**config.mk**
```make
export PLATFORM = sky130hd
export DESIGN_NAME = chunked_subtractor
export DESIGN_NICKNAME = d
export VERILOG_FILES = /design/src/rtl/chunked_subtractor.sv
export SDC_FILE = /design/constraint.sdc
export NUM_CORES = 1
export LEC_CHECK = 0
export ABC_AREA = 1
export CAP_MARGIN = 20
export CORE_MARGIN = 2
export CORE_UTILIZATION = 55
export DETAILED_ROUTE_END_ITERATION = 8
export HOLD_SLACK_MARGIN = 0.08
export PLACE_DENSITY = 0.83
export SYNTH_ARGS = -nofsm -noshare
export SYNTH_HDL_FRONTEND = slang
export SYNTH_SLANG_ARGS = --single-unit
```
**constraint.sdc**
```tcl
create_clock -name clk_in -period 5 [get_ports clk_in]
set_clock_uncertainty 0.15 [all_clocks]
set_input_delay 1.5 -clock clk_in [delete_from_list [all_inputs] [get_ports clk_in]]
set_output_delay 1.5 -clock clk_in [all_outputs]
set_load 0.005 [all_outputs]
```
**src/rtl/chunked_subtractor.sv**
```systemverilog
// chunked_subtractor: multi-cycle registered subtractor.
//   data_out = (data_a - data_b - borrow_in) mod 2^DATA_WIDTH, computed
//   CHUNK_WIDTH bits per clock, least-significant chunk first.
// Optional feature macro: CHUNKED_SUBTRACTOR_OVF_EN adds ovf_out, the
//   two's-complement signed overflow flag of the result.
// FSM state is held in state_q (IDLE/RUN/DONE) for checker binding.
//
// Handshake: start_in is a request sampled only while the block is idle.
//   The edge that sees start_in=1 in IDLE accepts the request and latches
//   data_a, data_b and borrow_in. busy_out is high for the NUM_CHUNKS cycles
//   the operation is in flight. done_out then pulses for exactly one cycle,
//   with data_out/borrow_out already valid. start_in is ignored while busy
//   or done. The results hold until the next completion or reset.
module chunked_subtractor #(
  parameter int DATA_WIDTH  = 16,
  parameter int CHUNK_WIDTH = 4
) (
  input  logic                  clk_in,
  input  logic                  rst_n_in,
  input  logic                  start_in,
  input  logic                  borrow_in,
  input  logic [DATA_WIDTH-1:0] data_a,
  input  logic [DATA_WIDTH-1:0] data_b,
  output logic                  busy_out,
  output logic                  done_out,
  output logic                  borrow_out,
  output logic [DATA_WIDTH-1:0] data_out
`ifdef CHUNKED_SUBTRACTOR_OVF_EN
  ,
  output logic                  ovf_out
`endif
);

  localparam int NUM_CHUNKS = DATA_WIDTH / CHUNK_WIDTH;
  localparam int CNT_W      = (NUM_CHUNKS > 1) ? $clog2(NUM_CHUNKS) : 1;
  localparam logic [CNT_W-1:0] LAST_CNT = CNT_W'(NUM_CHUNKS - 1);

  typedef enum logic [1:0] {
    ST_IDLE = 2'd0,
    ST_RUN  = 2'd1,
    ST_DONE = 2'd2
  } state_t;

  state_t                  state_q,      state_d;
  logic [CNT_W-1:0]        cnt_q,        cnt_d;
  logic [DATA_WIDTH-1:0]   a_q,          a_d;
  logic [DATA_WIDTH-1:0]   b_q,          b_d;
  logic                    borrow_q,     borrow_d;
  logic [DATA_WIDTH-1:0]   res_q,        res_d;
  logic [DATA_WIDTH-1:0]   data_out_q,   data_out_d;
  logic                    borrow_out_q, borrow_out_d;
  logic                    busy_q,       busy_d;
  logic                    done_q,       done_d;
`ifdef CHUNKED_SUBTRACTOR_OVF_EN
  logic                    a_msb_q,      a_msb_d;
  logic                    b_msb_q,      b_msb_d;
  logic                    ovf_q,        ovf_d;
`endif

  // One chunk of the subtraction; the extra top bit is the borrow out of
  // the chunk (set exactly when the chunk difference went negative).
  logic [CHUNK_WIDTH:0]    chunk_diff;

  // Chunk datapath: current low chunks of the operand shift registers.
  always_comb begin
    chunk_diff = {1'b0, a_q[CHUNK_WIDTH-1:0]}
               - {1'b0, b_q[CHUNK_WIDTH-1:0]}
               - {{CHUNK_WIDTH{1'b0}}, borrow_q};
  end

  // Next-state logic for the FSM, operand/result shifters and outputs.
  always_comb begin
    state_d      = state_q;
    cnt_d        = cnt_q;
    a_d          = a_q;
    b_d          = b_q;
    borrow_d     = borrow_q;
    res_d        = res_q;
    data_out_d   = data_out_q;
    borrow_out_d = borrow_out_q;
`ifdef CHUNKED_SUBTRACTOR_OVF_EN
    a_msb_d      = a_msb_q;
    b_msb_d      = b_msb_q;
    ovf_d        = ovf_q;
`endif

    case (state_q)
      ST_IDLE: begin
        if (start_in) begin
          a_d      = data_a;
          b_d      = data_b;
          borrow_d = borrow_in;
          cnt_d    = '0;
`ifdef CHUNKED_SUBTRACTOR_OVF_EN
          a_msb_d  = data_a[DATA_WIDTH-1];
          b_msb_d  = data_b[DATA_WIDTH-1];
`endif
          state_d  = ST_RUN;
        end
      end

      ST_RUN: begin
        // The result register fills from the MSB end so that after the last
        // chunk the first (least-significant) chunk sits at bit 0.
        res_d    = {chunk_diff[CHUNK_WIDTH-1:0], res_q[DATA_WIDTH-1:CHUNK_WIDTH]};
        borrow_d = chunk_diff[CHUNK_WIDTH];
        a_d      = a_q >> CHUNK_WIDTH;
        b_d      = b_q >> CHUNK_WIDTH;
        cnt_d    = cnt_q + CNT_W'(1);
        if (cnt_q == LAST_CNT) begin
          // Publish the whole result at once; outputs never show a partial sum.
          data_out_d   = res_d;
          borrow_out_d = chunk_diff[CHUNK_WIDTH];
`ifdef CHUNKED_SUBTRACTOR_OVF_EN
          ovf_d        = (a_msb_q != b_msb_q) && (res_d[DATA_WIDTH-1] != a_msb_q);
`endif
          state_d      = ST_DONE;
        end
      end

      ST_DONE: begin
        state_d = ST_IDLE;
      end

      default: begin
        state_d = ST_IDLE;
      end
    endcase

    // Status outputs are registered versions of the state being entered.
    busy_d = (state_d == ST_RUN);
    done_d = (state_d == ST_DONE);
  end

  // All state registers; asynchronous active-low reset clears everything.
  always_ff @(posedge clk_in or negedge rst_n_in) begin
    if (!rst_n_in) begin
      state_q      <= ST_IDLE;
      cnt_q        <= '0;
      a_q          <= '0;
      b_q          <= '0;
      borrow_q     <= 1'b0;
      res_q        <= '0;
      data_out_q   <= '0;
      borrow_out_q <= 1'b0;
      busy_q       <= 1'b0;
      done_q       <= 1'b0;
`ifdef CHUNKED_SUBTRACTOR_OVF_EN
      a_msb_q      <= 1'b0;
      b_msb_q      <= 1'b0;
      ovf_q        <= 1'b0;
`endif
    end else begin
      state_q      <= state_d;
      cnt_q        <= cnt_d;
      a_q          <= a_d;
      b_q          <= b_d;
      borrow_q     <= borrow_d;
      res_q        <= res_d;
      data_out_q   <= data_out_d;
      borrow_out_q <= borrow_out_d;
      busy_q       <= busy_d;
      done_q       <= done_d;
`ifdef CHUNKED_SUBTRACTOR_OVF_EN
      a_msb_q      <= a_msb_d;
      b_msb_q      <= b_msb_d;
      ovf_q        <= ovf_d;
`endif
    end
  end

  assign busy_out   = busy_q;
  assign done_out   = done_q;
  assign borrow_out = borrow_out_q;
  assign data_out   = data_out_q;
`ifdef CHUNKED_SUBTRACTOR_OVF_EN
  assign ovf_out    = ovf_q;
`endif

endmodule

```
==> run metrics, run 1 <==
status=finished, final reports clean; initial antenna violation count=0; Synth Area in Compound Gates=16.9%; Layout area overhead=20.8%; post-layout worst setup margin=just under 2 ns; total CTS buffers=9; vias in the first global route=2390; Min-Delay Path Class=register to register; antenna-violating nets left=0; largest net degree at the start of global routing=49; largest area contributor in the netlist=dfrtp_1; Post-Route WL=6070 µm; total number of yosys warnings=0; mapped cell area=3180 µm²; GR Layer Usage met3=3.39%; RSZ-0062 raised after global routing=no; fraction of layout cells with a size suffix above 1=a little under an eighth; Area contributors post-synth=dfrtp_1 (54%), nand2_1 (10%), inv_1 (5.4%); largest family of logic cells by synthesized area=compound AO/OA/AOI/OAI gates; CTS Sinks=68; Least-Margin Pin Slew=0.956 ns; post-synthesis average cell area=9.51 µm²; WP data required=just over 5 ns; die area=6400 µm²; Clk Latency, worst-skew pair=0.34 ns; grt total ovfl=0; DIE HEIGHT=80.0 µm; Total Nets Final=429; row count=27; Synth async-reset ratio=100%; Slew HR=between 30% and 40%; Post-Place Worst Slack=approximately 1.6 ns; WS Path Type=primary input to register; post-synthesis cell type count=25; FILL cells=428; Final Util=slightly below 70%; first-pass GRT wire length=10600 µm; most common cell in the netlist=nand2_1; Slew Viols, Final=0; CTS tree=yes; io pins=55; post-layout minimum cycle time=a little over 3 ns; Clock transition at path regs=0.07 ns; GRT Max-Usage Layer=met2; core footprint=5540 µm²; post-route setup TNS=0 ns; adder-cell area share of the yosys netlist=under 10%; hold buffers post-CTS=0; Post-synth top cells=nand2_1 (87), dfrtp_1 (68), inv_1 (46), o21ai_0 (28), o21ai_1 (16); Post-Synth XOR/XNOR Area=0.552%; final setup vio count=0; initial drt markers=162; leakage power total=between 0.0015 and 0.002 µW; DRC viols=0; overall routing resource usage=21.6%; post-synthesis sequential area ratio=53.6%; CP arrival=3.13 ns; simple-gate share of the synthesized area=14.8%; mux cell area share after synthesis=0%; CP Capture Type=register; Starting Density=between 50% and 60%; via-per-instance ratio=5.04; CTS root buf=clkbuf_8; max cap viols=0; period utilization=60.4%; Startpoint Class=primary input; die width=~80 µm; synthesized instance count=334; Hold Violations, Final=0; IO Port Bufs=54; area share of the largest cell type after synthesis=53.6%; Fmax=331 MHz; Yosys reg bits=68; Max Root-Sink Buffers=2; Wirelength per Cell=approximately 13 µm; gpl congestion=0.776; Worst VDD drop=around 420 µV; Ant. Diodes=0; HPWL reported at the end of detailed placement=4200 µm; maximum net fanout on the critical path=48; Vias=2320; Resized Gates After CTS=0; number of enable flip-flop cells after synthesis=0; pwr dens=687 nW/µm²; H-tree Lvls=3; TritonRoute pass-1 iters=5; # Post-CTS Setup Buffers=0; Syn Nets=roughly 380; Primary FF master, synth=dfrtp_1; met2 Track Usage GR=35.9%; met1 usage=27.1%
==> cell type report <==
| cell class | instances | area (µm²) | share of cell area, % |
|---|---|---|---|
| clock buffer | 10 | 128 | 3.33 |
| clock inverter | 5 | 30.0 | 0.783 |
| inverter | 49 | 186 | 4.86 |
| multi-input combinational | 200 | 1150 | 30.0 |
| sequential | 68 | 1700 | 44.3 |
| tap | 72 | 90.1 | 2.35 |
| timing repair buffer | 56 | 551 | 14.3 |
==> where the power goes <==
part,internal [µW],switching [µW]
logic,539,790
clock network,174,202
registers,818,113
==> cells in the final DEF, fill, tap and decap left out, types with 2 or more instances in the layout <==
cell	n
nor2_1	4
ha_1	7
o21ai_2	10
a21oi_1	4
inv_1	46
o21ai_1	16
dfrtp_1	68
o21ai_0	28
nand3_1	13
nand2_1	87
clkinvlp_4	2
o211ai_2	10
clkbuf_8	9
buf_4	2
inv_2	2
xor2_1	2
clkdlybuf4s50_1	53
clkinv_2	3
fa_1	2
o211ai_1	10
nand2_4	2
nor2_4	3
==> metrics by stage <==
step	power, µW	area, µm²	instances	hold slack (ns)
floorplan	1970	3180	334	0.299
global placement	2200	3680	445	0.309
detailed placement	2270	3680	445	0.312
CTS	2650	3840	460	0.330
global route	2890	3840	460	0.358
finish	2640	3840	460	0.323
==> worst max-delay path, cell delays in order <==
cell and delay [ns]:
clkdlybuf4s50_1 0.46, inv_1 0.06, nor2_4 0.26, nand2_4 0.09
nand2_4 0.44, o211ai_1 0.19, o21ai_1 0.11
==> metal layers <==
| layer | vias up | part of all wire, % | routed length [µm] |
|---|---|---|---|
| li1 | 1169 | - | - |
| met4 | 0 | 2.6 | 155 |
| met1 | 1092 | 46 | 2770 |
| met5 | - | 0 | 0 |
| met2 | 46 | 48 | 2940 |
| met3 | 13 | 3.3 | 200 |
==> state kept, by name (all words and copies together) (netlist names) <==
register and cells:
data_out 16, a_q 16, cnt_q 2, state_q 2, b_q 16, busy_out 1, res_q 12, done_out 1
borrow_q 1, borrow_out 1
==> cell families after synthesis <==
| logic type | Yosys count |
|---|---|
| compound gates | 79 |
| fa+ha+maj | 9 |
| flops | 68 |
| simple gates | 110 |
| buf+inv | 66 |
| xor+xnor | 2 |
==> final timing paths <==
path	depth (start not counted)	startpoint	endpoint	slack (ns)
setup / recovery	7	start_in	a_q[10]	1.98
hold / removal	2	res_q[6]	data_out[2]	0.32
setup reg to reg	7	state_q[1]	data_out[9]	2.34
hold reg to reg	2	res_q[6]	data_out[2]	0.32
max in group asynchronous	2	rst_n_in	a_q[5]	2.67
min in group asynchronous	1	rst_n_in	a_q[13]	1.16
No activity file was read; power rests on OpenSTA's default activity.
==> inputs of run 2 (changes only) <==
- CORE_UTILIZATION: 55 -> 53
- PLACE_DENSITY: 0.83 -> 0.8
- clock period: 5 -> 2.8 ns (I/O delays scaled with it)
==> run 2 against run 1 <==
Hold slack got worse by 0.0027 ns. Via count fell by 0.91%. Largest power group unchanged. Die area grew 3.6%. Total power rose by 90%. Cell area increased by 3.2%. Utilization is 1.6 points lower. Sequential power is 77% higher. Wire length up 1.0%.
==> run metrics, run 2 (synthesis results as in run 1) <==
most frequent cells in the layout=nand2_1 (87), dfrtp_1 (68), clkdlybuf4s50_1 (53), inv_1 (46), o21ai_0 (28); max cap viols=0; initial antenna violation count=0; Slew Viols, Final=0; core footprint=5850 µm²; Clock transition at path regs=0.07 ns; CP Capture Type=output pin; Least-Margin Pin Slew=0.717 ns; CTS tree=yes; first-pass GRT wire length=10500 µm; Wirelength per Cell=~13 µm; Post-Route WL=6130 µm; Slew HR=about 52%; initial drt markers=156; largest net degree at the start of global routing=47; WP data required=1.81 ns; total CTS buffers=9; Hold Violations, Final=0; Max Root-Sink Buffers=2; DRC viols=0; P_sw=roughly 2000 µW; combinational power share=48.5%; fraction of layout cells with a size suffix above 1=12.5%; via-per-instance ratio=roughly 4.9; Worst VDD drop=639 µV; RSZ-0062 raised after global routing=no; Seq pwr share=32.9%; Pwr Total=approximately 5000 µW; die width=81.4 µm; Switching Fraction=39.5%; FILL cells=~440; WS Path Type=register to output pin; io pins=55; Fmax=around 460 MHz; Min-Delay Path Class=register to register; period utilization=78.2%; status=finished, final reports clean; maximum net fanout on the critical path=2; antenna-violating nets left=0; critical-path cell list=clkdlybuf4s50_1; DIE HEIGHT=81.4 µm; H-tree Lvls=3; overall routing resource usage=21.2%; CP arrival=1.20 ns; HPWL reported at the end of detailed placement=4300 µm; Vias=2299; hold buffers post-CTS=0; Starting Density=54.3%; WP buf/inv=1; post-layout minimum cycle time=2.19 ns; vias in the first global route=2269; final setup vio count=0; CTS root buf=clkbuf_8; Post-Place Cell Area=about 3700 µm²; Internal=slightly above 3000 µW; row count=28; Resized Gates After CTS=0; grt total ovfl=0; pwr dens=about 1300 nW/µm²; gpl congestion=a little over 0.8; Total Nets Final=431; Startpoint Class=register; # Post-CTS Setup Buffers=0; leading cell type in the layout, fill and taps excluded=nand2_1; CTS Sinks=68; TritonRoute pass-1 iters=4; leakage power total=0.00190 µW; die area=6630 µm²; Layout area overhead=24.7%; r2r setup slk=around 0.69 ns; CP delay by family, top=buffers and inverters; post-route setup TNS=0 ns; Slowest-stage cell, CP=clkdlybuf4s50_1; Clk Latency, worst-skew pair=0.34 ns; Ant. Diodes=0; post-route cell area=3960 µm²; Clock power frac=18.5%; IO Port Bufs=54; max incr delay on CP=0.50 ns
## run 2: changes by cell type in the layout (fill, tap and decap cells not counted), sizes merged
cell      change
bufinv        +2
clkinvlp      -2
clkinv        -1
buf           +2
clkbuf        +2
## run 2: final timing paths
path / to / startpoint / depth (start not counted)
worst max-delay path: data_out[5] / data_out[5] / 1
worst min-delay path: data_out[2] / data_out[2] / 2
worst max register to register: b_q[0] / state_q[0] / 6
worst min register to register: data_out[2] / data_out[2] / 2
max in group asynchronous: done_out / rst_n_in / 2
min in group asynchronous: borrow_q / rst_n_in / 1
## run 2: area by class of cell
type | count | area, µm² | area share, %
well taps | 75 | 93.8 | 2.37
clock inverters | 4 | 70.1 | 1.77
clock buffers | 12 | 165 | 4.17
flip-flops and latches | 68 | 1700 | 43.0
repair buffers | 58 | 591 | 14.9
multi-input cells | 200 | 1150 | 29.1
inverters | 49 | 186 | 4.71
## run 2: per-stage QoR
step | cells | util [%] | hold WS [ns] | worst slack, ns
3_3_place_gp | 450 | 63.6 | 0.307 | 0.363
5_1_grt | 466 | 67.7 | 0.338 | 0.482
4_1_cts | 466 | 67.7 | 0.328 | 0.598
2_1_floorplan | 334 | - | 0.299 | 0.888
6_report | 466 | 67.7 | 0.321 | 0.611
3_5_place_dp | 450 | 63.6 | 0.311 | 0.319
## run 2: metal layers
metal / up-vias / track usage (%) / share of wire, %
li1: 1177 / - / -
met1: 1059 / 27.6 / 47
met2: 47 / 32.1 / 47
met3: 16 / 6.67 / 3.8
met4: 0 / 10.3 / 2.9
met5: - / 0 / 0
## run 2: power groups by stage
stage | clock (µW) | combinational, µW | sequential, µW
floorplan | 0 | 1860 | 1650
global placement | 0 | 2330 | 1660
detailed placement | 0 | 2430 | 1670
CTS | 943 | 2450 | 1660
global route | 998 | 2770 | 1710
finish | 930 | 2440 | 1650
## run 2: tightest hold or removal path: stages, from the launching register on
cell     delay (ns)
dfrtp_1        0.34
nand2_1        0.05
nand2_1        0.04
==> inputs of run 3 (changes only) <==
- clock period: 2.8 -> 2.03 ns (I/O delays scaled with it)
==> run 3 against run 2 <==
Hold slack worse by 0.22 ns. Non-clock buffer count is 7 higher. Register-to-register slack worse by 0.60 ns. Cell area is 0.85% higher. Total power is 37% higher. Wire length is 0.85% higher. Sequential power is 39% higher. Clock-buffer cell count stayed put. Sequential cell count stayed put. Critical endpoint is now data_out[14]. Highest routed layer unchanged.
==> run metrics, run 3 (synthesis results as in run 1) <==
status=finished, final reports clean; Starting Density=between 50% and 60%; Wirelength per Cell=13.1 µm; WP data required=1.27 ns; DIE HEIGHT=81.4 µm; hold buffers post-CTS=0; die width=81.4 µm; IO Port Bufs=54; WP buf/inv=1; Post-Place Cell Area=3800 µm²; total CTS buffers=9; Worst R2R Start=a_q[0]; die area=6630 µm²; FF-to-FF path depth=7; # Post-CTS Setup Buffers=0; Worst VDD drop=1000 µV; Min-Delay Path Class=primary input to asynchronous set/reset pin; DRC viols=0; CP delay by family, top=buffers and inverters; CTS Sinks=around 70; WS Path Type=register to output pin; vias in the first global route=2274; via-per-instance ratio=4.99; CP endpoint=data_out[14]; most frequent cells in the layout=nand2_1 (87), dfrtp_1 (68), clkdlybuf4s50_1 (53), inv_1 (46), o21ai_0 (27); Crit path depth=1; met3 routed WL=151 µm; CP arrival=1.19 ns; crit path launch=data_out[14]; r2r setup slk=0.09 ns; grt total ovfl=0; row count=28; leakage power total=0.00192 µW; Vias=around 2400; first-pass GRT wire length=10500 µm; critical-path cell list=clkdlybuf4s50_1; Hold WS=0.0980 ns; initial antenna violation count=0; Slew Viols, Final=0; Post-Route WL=6180 µm; Top Layer Used=met4; Clk Latency, worst-skew pair=0.33 ns; antenna-violating nets left=0; Hold Violations, Final=0; reg2reg end=res_q[15]; Total Nets Final=438; fraction of layout cells with a size suffix above 1=14.6%; WL met2=2920 µm; post-route cell area=~4000 µm²; Startpoint Class=register; largest net degree at the start of global routing=56; HPWL reported at the end of detailed placement=4360 µm; post-layout minimum cycle time=1.95 ns; Ant. Diodes=0; TritonRoute pass-1 iters=4; io pins=55; Fmax=512 MHz; Max Root-Sink Buffers=2; FILL cells=428; Layout area overhead=25.7%; core footprint=a little under 6000 µm²; gpl congestion=0.806; WL met1=2950 µm; H-tree Lvls=3; Final Util=68.2%; Least-Margin Pin Slew=0.524 ns; initial drt markers=roughly 120; max incr delay on CP=roughly 0.51 ns; maximum net fanout on the critical path=2; CTS root buf=clkbuf_8; CTS tree=yes; Clock transition at path regs=0.07 ns; Slowest-stage cell, CP=clkdlybuf4s50_1; Slew HR=65.1%; CP Capture Type=output pin; leading cell type in the layout, fill and taps excluded=nand2_1; final setup vio count=0; overall routing resource usage=21.5%; pwr dens=1730 nW/µm²; max cap viols=0; period utilization=a little under 100%
-- run 3: cell types whose count changed in the layout (fill, tap and decap cells not counted), sizes merged --
cell | before | now
buf | 5 | 12
bufinv | 2 | 0
-- run 3: metrics by stage --
step	total power [µW]	setup TNS (ns)	worst slack, ns	instances
6_report	6900	0	0.0781	471
2_1_floorplan	4850	0	0.118	334
3_3_place_gp	5670	0	0.0510	457
4_1_cts	6900	0	0.0189	471
5_1_grt	7550	-0.00423	-0.00390	471
3_5_place_dp	5820	0	0.0268	457
-- run 3: how the worst min path moves through the flow --
stage                      from     endpoint  cells past startpoint
floorplan              rst_n_in       a_q[0]                      0
global placement    data_out[0]  data_out[0]                      2
detailed placement     res_q[6]  data_out[2]                      2
CTS                    rst_n_in      b_q[15]                      1
global route           rst_n_in      b_q[15]                      1
finish                 rst_n_in      a_q[12]                      1
-- run 3: where the power goes --
group          internal (µW)  total [µW]  switching, µW
sequential              2020        2290            272
clock                    526        1000            478
combinational           1560        3600           2040
total                   4100        6900           2790
-- run 3: layer usage --
layer  GRT usage, %  vias up
li1               -     1192
met1           28.9     1109
met2           32.8       37
met3           4.22       13
met4           11.9        0
met5              0        -
-- run 3: layout make-up --
cell class	instances	area, µm²	area share, %
Clock inverter	2	10.0	0.251
Clock buffer	12	165	4.14
Timing Repair Buffer	65	668	16.7
Tap cell	75	93.8	2.35
Multi-Input combinational cell	200	1170	29.2
Inverter	49	186	4.67
Sequential cell	68	1700	42.6
-- run 3: repair_timing --
action	in CTS	in global routing
gates resized for setup	1	4
pin swaps	0	2
endpoints found under the hold margin	0	0
endpoints found under the setup margin	2	6
